**src/rtl/red_pitaya_asg_out.sv**
```systemverilog
// red_pitaya_asg_out: soft-enable gain ramp, clamp and slew limiter for one ASG channel.
// Define ASG_OUT_PEAK_EN to build the dac_o peak max/min detectors.
module red_pitaya_asg_out #(
  parameter int DW = 14,
  parameter int GW = 15
) (
  input  logic                 dac_clk_i,
  input  logic                 dac_rst_i,
  input  logic signed [DW-1:0] dat_i,
  input  logic                 en_i,
  input  logic        [GW-1:0] set_ramp_i,
  input  logic        [DW-2:0] set_slew_i,
  input  logic signed [DW-1:0] set_lim_hi_i,
  input  logic signed [DW-1:0] set_lim_lo_i,
  input  logic                 pk_clr_i,
  output logic signed [DW-1:0] dac_o,
  output logic        [1:0]    state_o,
  output logic                 sat_o,
  output logic                 slew_o,
  output logic                 off_o,
  output logic signed [DW-1:0] pk_max_o,
  output logic signed [DW-1:0] pk_min_o
);

  localparam int PW = DW + GW + 1;
  localparam logic [1:0] ST_OFF = 2'd0;
  localparam logic [1:0] ST_UP  = 2'd1;
  localparam logic [1:0] ST_RUN = 2'd2;
  localparam logic [1:0] ST_DN  = 2'd3;
  localparam logic [GW-1:0] G_ONE = GW'(2 ** DW);

  logic [1:0]           r_state;
  logic [GW-1:0]        r_gain;
  logic                 r_off;
  logic signed [PW-1:0] r_prod;
  logic                 r_p_off;
  logic signed [DW-1:0] r_tgt;
  logic                 r_sat;
  logic signed [DW-1:0] r_dac;
  logic                 r_slew;

  logic [1:0]    w_state_nx;
  logic [GW-1:0] w_gain_nx;
  logic [GW:0]   w_up;
  logic [GW:0]   w_dn;

  assign w_up = {1'b0, r_gain} + {1'b0, set_ramp_i};
  assign w_dn = {1'b0, r_gain} - {1'b0, set_ramp_i};

  always_comb begin
    w_state_nx = r_state;
    w_gain_nx  = r_gain;
    case (r_state)
      ST_OFF: begin
        if (en_i) w_state_nx = ST_UP;
      end
      ST_UP: begin
        if (!en_i) begin
          w_state_nx = ST_DN;
        end else if (set_ramp_i == '0 || w_up >= {1'b0, G_ONE}) begin
          w_gain_nx  = G_ONE;
          w_state_nx = ST_RUN;
        end else begin
          w_gain_nx = w_up[GW-1:0];
        end
      end
      ST_RUN: begin
        w_gain_nx = G_ONE;
        if (!en_i) w_state_nx = ST_DN;
      end
      default: begin
        // borrow out of w_dn means the step undershot zero
        if (en_i) begin
          w_state_nx = ST_UP;
        end else if (set_ramp_i == '0 || w_dn[GW] || w_dn == '0) begin
          w_gain_nx  = '0;
          w_state_nx = ST_OFF;
        end else begin
          w_gain_nx = w_dn[GW-1:0];
        end
      end
    endcase
  end

  always_ff @(posedge dac_clk_i) begin
    if (dac_rst_i) begin
      r_state <= ST_OFF;
      r_gain  <= '0;
      r_off   <= 1'b0;
    end else begin
      r_state <= w_state_nx;
      r_gain  <= w_gain_nx;
      r_off   <= (r_state == ST_DN) && (w_state_nx == ST_OFF);
    end
  end

  logic signed [PW-1:0] w_prod;
  assign w_prod = dat_i * $signed({1'b0, r_gain});

  logic signed [DW+1:0] w_t;
  logic signed [DW+1:0] w_hi;
  logic signed [DW+1:0] w_lo;
  logic signed [DW+1:0] w_t1;
  logic signed [DW+1:0] w_t2;

  assign w_t  = r_prod[PW-1:DW];
  assign w_hi = set_lim_hi_i;
  assign w_lo = set_lim_lo_i;
  assign w_t1 = (w_t > w_hi) ? w_hi : w_t;
  assign w_t2 = (w_t1 < w_lo) ? w_lo : w_t1;

  logic signed [DW:0] w_d;
  logic        [DW:0] w_abs;
  logic        [DW:0] w_slw;

  assign w_d   = {r_tgt[DW-1], r_tgt} - {r_dac[DW-1], r_dac};
  assign w_abs = w_d[DW] ? (~w_d + 1'b1) : w_d;
  assign w_slw = {2'b00, set_slew_i};

  // the OFF flag travels with the product so in-flight samples drain out
  always_ff @(posedge dac_clk_i) begin
    if (dac_rst_i) begin
      r_prod  <= '0;
      r_p_off <= 1'b1;
      r_tgt   <= '0;
      r_sat   <= 1'b0;
      r_dac   <= '0;
      r_slew  <= 1'b0;
    end else begin
      r_prod  <= w_prod;
      r_p_off <= (r_state == ST_OFF);
      if (r_p_off) begin
        r_tgt <= '0;
        r_sat <= 1'b0;
      end else begin
        r_tgt <= w_t2[DW-1:0];
        r_sat <= (w_t > w_hi) || (w_t1 < w_lo);
      end
      if (set_slew_i == '0 || w_abs <= w_slw) begin
        r_dac  <= r_tgt;
        r_slew <= 1'b0;
      end else begin
        r_dac  <= w_d[DW] ? r_dac - $signed({1'b0, set_slew_i})
                          : r_dac + $signed({1'b0, set_slew_i});
        r_slew <= 1'b1;
      end
    end
  end

  assign dac_o   = r_dac;
  assign state_o = r_state;
  assign sat_o   = r_sat;
  assign slew_o  = r_slew;
  assign off_o   = r_off;

`ifdef ASG_OUT_PEAK_EN
  logic signed [DW-1:0] r_pk_max;
  logic signed [DW-1:0] r_pk_min;
  localparam logic signed [DW-1:0] PK_LO = {1'b1, {(DW-1){1'b0}}};
  localparam logic signed [DW-1:0] PK_HI = {1'b0, {(DW-1){1'b1}}};

  always_ff @(posedge dac_clk_i) begin
    if (dac_rst_i || pk_clr_i) begin
      r_pk_max <= PK_LO;
      r_pk_min <= PK_HI;
    end else begin
      if (r_dac > r_pk_max) r_pk_max <= r_dac;
      if (r_dac < r_pk_min) r_pk_min <= r_dac;
    end
  end

  assign pk_max_o = r_pk_max;
  assign pk_min_o = r_pk_min;

  logic w_unused;
  assign w_unused = ^r_prod[DW-1:0];
`else
  assign pk_max_o = '0;
  assign pk_min_o = '0;

  logic w_unused;
  assign w_unused = ^{r_prod[DW-1:0], pk_clr_i};
`endif

endmodule
```
**config.mk**
```make
export PLATFORM = sky130hd
export DESIGN_NAME = red_pitaya_asg_out
export DESIGN_NICKNAME = d
export VERILOG_FILES = /design/src/rtl/red_pitaya_asg_out.sv
export SDC_FILE = /design/constraint.sdc
export NUM_CORES = 1
export LEC_CHECK = 0
export CAP_MARGIN = 10
export CELL_PAD_IN_SITES_DETAIL_PLACEMENT = 1
export CELL_PAD_IN_SITES_GLOBAL_PLACEMENT = 1
export CORE_MARGIN = 3
export CORE_UTILIZATION = 46
export DETAILED_ROUTE_END_ITERATION = 10
export GPL_TIMING_DRIVEN = 1
export PLACE_DENSITY_LB_ADDON = 0.12
export SYNTH_ARGS = -nofsm -noshare
export SYNTH_HDL_FRONTEND = slang
export SYNTH_SLANG_ARGS = --single-unit
```
**constraint.sdc**
```tcl
create_clock -name dac_clk_i -period 8.8 [get_ports dac_clk_i]
set_input_delay 1.32 -clock dac_clk_i [delete_from_list [all_inputs] [get_ports dac_clk_i]]
set_output_delay 1.32 -clock dac_clk_i [all_outputs]
set_load 0.02 [all_outputs]
```
Word-level counts from Yosys, hierarchy flattened
Index checks and enable logic that the tools add are counted.
{"block": "word_totals", "ff_bits": 79, "in_bits": 74, "out_inout_bits": 47, "wordCells": 58}
{"block": "classes", "add_sub_neg": 6, "multipliers": 1, "n_lt_le_gt_ge": 4, "n_eq_ne": 5, "n_mux": 18, "bitwise_logic": 2, "reduce_logical": 13}
{"cell": "two-way mux 15 bit", "count": 5}
{"cell": "case mux 15 bit (3 select lines)", "count": 1}
{"cell": "two-way mux 14 bit", "count": 3}
{"cell": "multiplier 14 x 16 -> 30 bit", "count": 1}
{"cell": "adder 15 x 15 -> 16 bit", "count": 1}
{"cell": ">= comparator 16 x 15 -> 1 bit, second input constant", "count": 1}
{"cell": "> comparator 16 x 14 -> 1 bit", "count": 1}
{"cell": "zero test 16 bit", "count": 1}
{"cell": "less-than comparator 16 x 14 -> 1 bit", "count": 1}
{"cell": "two-way mux 16 bit", "count": 1}
{"cell": "subtractor 15 x 15 -> 16 bit", "count": 1}
{"cell": "adder 15 x 1 -> 15 bit, second input constant", "count": 1}
{"cell": "<= comparator 15 x 13 -> 1 bit", "count": 1}
{"cell": "zero test 15 bit", "count": 1}
{"cell": "inverter 15 bit", "count": 1}
{"cell": "subtractor 14 x 14 -> 15 bit", "count": 1}
{"cell": "adder 14 bit", "count": 1}
{"cell": "subtractor 14 bit", "count": 1}
{"cell": "zero test 13 bit", "count": 1}
{"cell": "two-way mux 2 bit", "count": 6}
{"cell": "case mux 2 bit (3 select lines)", "count": 1}
{"cell": "logical OR 1 bit", "count": 5}
{"cell": "equality test 2 bit, second input constant", "count": 2}
{"cell": "zero test 2 bit", "count": 2}
{"cell": "8 further kinds", "count": 8}

Longest topological paths before layout
{"block": "depth", "ltp_word": 8, "ltp_mapped": 24, "ltp_nobuf": 22}

Worst setup path after synthesis
No wires, ideal clock.
{"block": "synth_path", "path_kind": "input-to-reg", "start": "input port dat_i[2]", "end": "register r_prod[29]", "setup_time_ns": 0.121, "arrival_ns": 7.058, "t_required_ns": 8.679, "setup_slack_ns": 1.621, "path_stages": 22, "n_path_buf": 1, "path_cell_list": "clkbuf_1 -> and2_1 -> fa_1 -> inv_1 -> fa_1 -> inv_1 -> fa_1 -> inv_1 -> fa_1 -> inv_1 -> fa_1 -> fa_1 -> ha_1 -> a21o_1 -> a21o_1 -> a221oi_1 -> o21ai_0 -> a41o_1 -> a2111o_1 -> a41oi_1 -> o21bai_1 -> mux2_2"}
{"block": "synth_between", "elab_chain_cells": 1}
{"item": "from (decl)", "line": "9", "rtl": "input logic signed [DW-1:0] dat_i,"}
{"item": "multiplier 14 x 16 -> 30 bit", "line": "98", "rtl": "assign w_prod = dat_i * $signed({1'b0, r_gain});"}
{"item": "to (signal assigned)", "line": "130", "rtl": "r_prod <= w_prod;"}
{"item": "to (decl)", "line": "35", "rtl": "logic signed [PW-1:0] r_prod;"}
Every way passes these cells.
A chain may end at the register's enable or synchronous reset.

Worst setup path in the final report
Same ends and word-level chain as after synthesis.

==> summary.txt <==
GRT
  – Met1 global-route usage: slightly below 30%
  – Via count of the first global-routing pass: 13100
  – Met3 Usage GRT: under 10%
  – Most Crowded Layer GR: met2
  – Maximum number of pins on one net before global-route repair: 47
  – Initial antenna violation count: 0
  – Total routing resource utilization after global routing: between 20% and 30%
  – Overflow left after global routing: 0
  – GRT met2 Usage: approximately 44%
  – Global-route wire length before repair: about 66000 um

Timing
  – Clock Skews: 0.0108 ns
  – Transition time of the tightest slew-check pin: around 0.98 ns
  – Final hold viol count: 0
  – Max_slew headroom: between 30% and 40%
  – Part of the cycle the worst path needs: around nine tenths
  – Setup Viol. Count Final: 0
  – RSZ-0062 raised after global routing: no
  – Achievable clock frequency: about 130 MHz
  – Total Negative Setup Slacks: 0 ns
  – Hold slack final: a little under 0.5 ns
  – Final Slew Violations: 0
  – Final Critical Period: a little under 8 ns

Setup path
  – Bufs and invs on worst path: 6
  – Required time worst endpoint: approximately 9 ns
  – Crit Path Max Fanout: 10
  – Worst R2R Start: r_gain[7]
  – Source of the critical timing path: dat_i[2]
  – Signal arrival time at the worst endpoint: slightly above 8 ns
  – Startpoint Class: input pin
  – CP endpoint: r_prod[29]
  – Worst R2R Path Depth: 21
  – End of the worst register-to-register path: r_prod[29]
  – Kind of end point of the critical path: flip-flop
  – Critical path depth: 22
  – Critical setup path kind: input pin to flip-flop
  – Cell with the largest stage delay on the worst path: sky130_fd_sc_hd__fa_1
  – Cell seen most often among critical-path stages: sky130_fd_sc_hd__fa_1
  – Setup slack, reg-to-reg: 1.74 ns
  – Ordered cell list for the critical path: clkdlybuf4s50_1 -> buf_4 -> and2_1 -> fa_1 -> inv_1 -> fa_1 -> inv_1 -> fa_1 -> fa_1 -> fa_1 -> inv_1 -> fa_1 -> inv_1 -> ha_1 -> and2_1 -> a221oi_1 -> o21ai_0 -> a41o_1 -> a2111o_1 -> a41oi_1 -> o21bai_1 -> mux2_2
  – Family of cells with the greatest summed delay on the critical path: adder cells
  – Max stage delay on crit path: 0.54 ns

Synthesis
  – Register area share after synthesis: roughly 8.9%
  – Post-synth cell types: 90
  – Yosys top cell area share: a little over a fifth
  – Flop and latch count out of synthesis: between 60 and 70
  – Count of flip-flops with a built-in enable after synthesis: 0
  – Largest cells by area after synthesis: sky130_fd_sc_hd__fa_1 (22%), sky130_fd_sc_hd__ha_1 (18%), sky130_fd_sc_hd__dfxtp_1 (8.9%)
  – Cell count after synthesis: roughly 1800
  – Synthesis warning total: 0
  – Async SR Flop Fraction: 0%
  – Area of the mapped netlist: between 10000 and 15000 sq um
  – Avg Cell Area, Syn: about 8.3 sq um
  – Predominant post-synthesis flop cell: sky130_fd_sc_hd__dfxtp_1
  – Library cell with the largest summed area after synthesis: sky130_fd_sc_hd__fa_1

CTS
  – Clock transition at the register clock pins on the worst setup and hold paths after CTS: 0.06 ns
  – TritonCTS buffer count: 9
  – Clock tree from TritonCTS: yes
  – Number of cells upsized or downsized after cts: 0
  – Bufs on Longest Clock Path: 2
  – Hold-fix buffer count after cts: 0
  – Clock Latency Late Sink: approximately 0.35 ns
  – CTS Sinks: 65
  – Root Buffer Master: sky130_fd_sc_hd__clkbuf_16
  – Deepest level of the CTS H-tree: 3
  – Setup fix buffers added after clock tree synthesis: 0

Final layout
  – Leading cell types in the layout, fill and taps excluded: sky130_fd_sc_hd__inv_1 (278), sky130_fd_sc_hd__ha_1 (214), sky130_fd_sc_hd__nand2_1 (166), sky130_fd_sc_hd__fa_1 (157), sky130_fd_sc_hd__and2_1 (113)
  – Most common cell after layout, fill and taps aside: sky130_fd_sc_hd__inv_1
  – Combined area of the multi-input logic cells: between 10000 and 15000 sq um
  – Fillers: approximately 3800
  – Register Area: 1300 sq um
  – Ratio of cells with drive above 1 in the final layout: between 4 and 5%
  – Diodes inserted: 0
  – Final instance area: around 16000 sq um
  – Area growth from synthesis to final layout: 9.69%
  – Total number of nets in the final design: approximately 2300
  – Util after Layout: 51.6%

Floorplanning
  – Vertical die dimension: around 180 um
  – Top Ports: about 120
  – Initial standard-cell utilization of the core: a little under half
  – Rows: 64
  – Full die area: about 34000 sq um
  – Core Footprint: just over 30000 sq um
  – Chip width: between 150 and 200 um

Hold path
  – Worst hold path class: flip-flop to flip-flop
  – Cell depth of the worst hold path: 2
  – Hold path start: r_tgt[6]

Placement
  – Estimated wirelength of the detail-placed design: 33400 um
  – Routability congestion estimate from global placement: approximately 0.87
  – Number of port buffers: 91
  – Cell area reported after detailed placement: around 16000 sq um

Route
  – Residual DRC count: 0
  – ANT nets after route: 0
  – Number of detailed-routing iterations run before antenna repair: 5
  – Total Routed Length: between 30000 and 40000 um
  – Final routed wire length divided by cell count: around 18 um
  – Starting DRC count in detailed routing: ~360
  – Routed via count: between 10000 and 15000
  – Average vias per placed instance: approximately 5.5

Power and ir drop
  – Total power: 5.98 mW
  – Maximum vdd drop: about 240 uV
  – Power density relative to cell area: ~370 nW/um^2
  – Static leakage: 7.97 nW

Run
  – Number of violations of the max-capacitance limit: 0

Run status
  – Outcome: complete, no violations
==> worst min path at each step <==
stage | to
final | dac_o[6]
after global routing | dac_o[9]
after CTS | dac_o[6]
after detailed placement | dac_o[8]
after global placement | dac_o[6]
after floorplan | dac_o[10]
==> cells in the mapped netlist, types with 9 or more instances <==
| master | count |
|---|---|
| sky130_fd_sc_hd__nand2b_1 | 22 |
| sky130_fd_sc_hd__a21o_1 | 22 |
| sky130_fd_sc_hd__dfxtp_1 | 65 |
| sky130_fd_sc_hd__o21a_1 | 12 |
| sky130_fd_sc_hd__nand3_1 | 11 |
| sky130_fd_sc_hd__a2111oi_0 | 9 |
| sky130_fd_sc_hd__xnor2_1 | 44 |
| sky130_fd_sc_hd__a211oi_1 | 18 |
| sky130_fd_sc_hd__o211ai_1 | 11 |
| sky130_fd_sc_hd__xor2_1 | 23 |
| sky130_fd_sc_hd__nor3_1 | 37 |
| sky130_fd_sc_hd__nand2_1 | 166 |
| sky130_fd_sc_hd__buf_4 | 29 |
| sky130_fd_sc_hd__and2_1 | 113 |
| sky130_fd_sc_hd__fa_1 | 157 |
| sky130_fd_sc_hd__nor2b_1 | 37 |
| sky130_fd_sc_hd__nand4_1 | 17 |
| sky130_fd_sc_hd__a21oi_1 | 58 |
| sky130_fd_sc_hd__nor2_1 | 91 |
| sky130_fd_sc_hd__inv_1 | 278 |
| sky130_fd_sc_hd__or3_1 | 27 |
| sky130_fd_sc_hd__ha_1 | 214 |
| sky130_fd_sc_hd__mux2i_1 | 12 |
| sky130_fd_sc_hd__clkbuf_1 | 48 |
| sky130_fd_sc_hd__o211a_1 | 14 |
| sky130_fd_sc_hd__o21ai_0 | 62 |
==> routing by layer <==
metal,share of wire [%],vias up
li1,-,5878
met1,44,6015
met2,51,185
met3,3.3,52
met4,2.2,0
met5,0,-
==> cell type report <==
class                   count  share of cell area, %
inverters                 278                   6.54
well taps                 396                   3.10
flip-flops and latches     65                   8.15
clock buffers               9                   1.41
clock inverters             7                  0.643
repair buffers            107                   6.43
multi-input cells        1352                   73.7
==> worst reg2reg max path, cell delays in order (launching register included) <==
cell                       delay, ns
sky130_fd_sc_hd__dfxtp_1        0.58
sky130_fd_sc_hd__and2_1         0.31
sky130_fd_sc_hd__fa_1           0.53
sky130_fd_sc_hd__inv_1          0.05
sky130_fd_sc_hd__fa_1           0.48
sky130_fd_sc_hd__inv_1          0.05
sky130_fd_sc_hd__fa_1           0.51
sky130_fd_sc_hd__inv_1          0.06
sky130_fd_sc_hd__fa_1           0.53
sky130_fd_sc_hd__inv_1          0.05
sky130_fd_sc_hd__fa_1           0.50
sky130_fd_sc_hd__fa_1           0.43
sky130_fd_sc_hd__ha_1           0.31
sky130_fd_sc_hd__a21o_1         0.19
sky130_fd_sc_hd__a21o_1         0.18
sky130_fd_sc_hd__a221oi_1       0.26
sky130_fd_sc_hd__o21ai_0        0.26
sky130_fd_sc_hd__a41o_1         0.43
sky130_fd_sc_hd__a2111o_1       0.45
sky130_fd_sc_hd__a41oi_1        0.36
sky130_fd_sc_hd__o21bai_1       0.14
sky130_fd_sc_hd__mux2_2         0.29
==> cell families after synthesis <==
family	Yosys count	share of synthesized area, %
compound gates	301	14.6
xor+xnor	67	4.03
fa+ha+maj	371	40.0
buf+inv	368	11.0
flops	65	8.94
mux	22	1.65
other cells	1	0.0258
simple gates	563	19.8
==> state kept, by name, summed over array words and instances, names as in the netlist <==
name,flops
dac_o,14
off_o,1
r_gain,15
r_p_off,1
r_prod,16
r_tgt,14
sat_o,1
slew_o,1
state_o,2
==> metrics by stage <==
stage / std cells / setup slack, ns
6_report: 2214 / 0.920
5_1_grt: 2214 / 0.556
4_1_cts: 2214 / 0.886
3_5_place_dp: 2198 / 0.555
3_3_place_gp: 2198 / 0.809
2_1_floorplan: 1785 / 1.62
==> report_power, final <==
part           internal, mW  switching [mW]
clock                 0.252           0.155
sequential            0.399           0.153
combinational          2.19            2.83
total                  2.84            3.14
(Power assumes the default switching activity.)
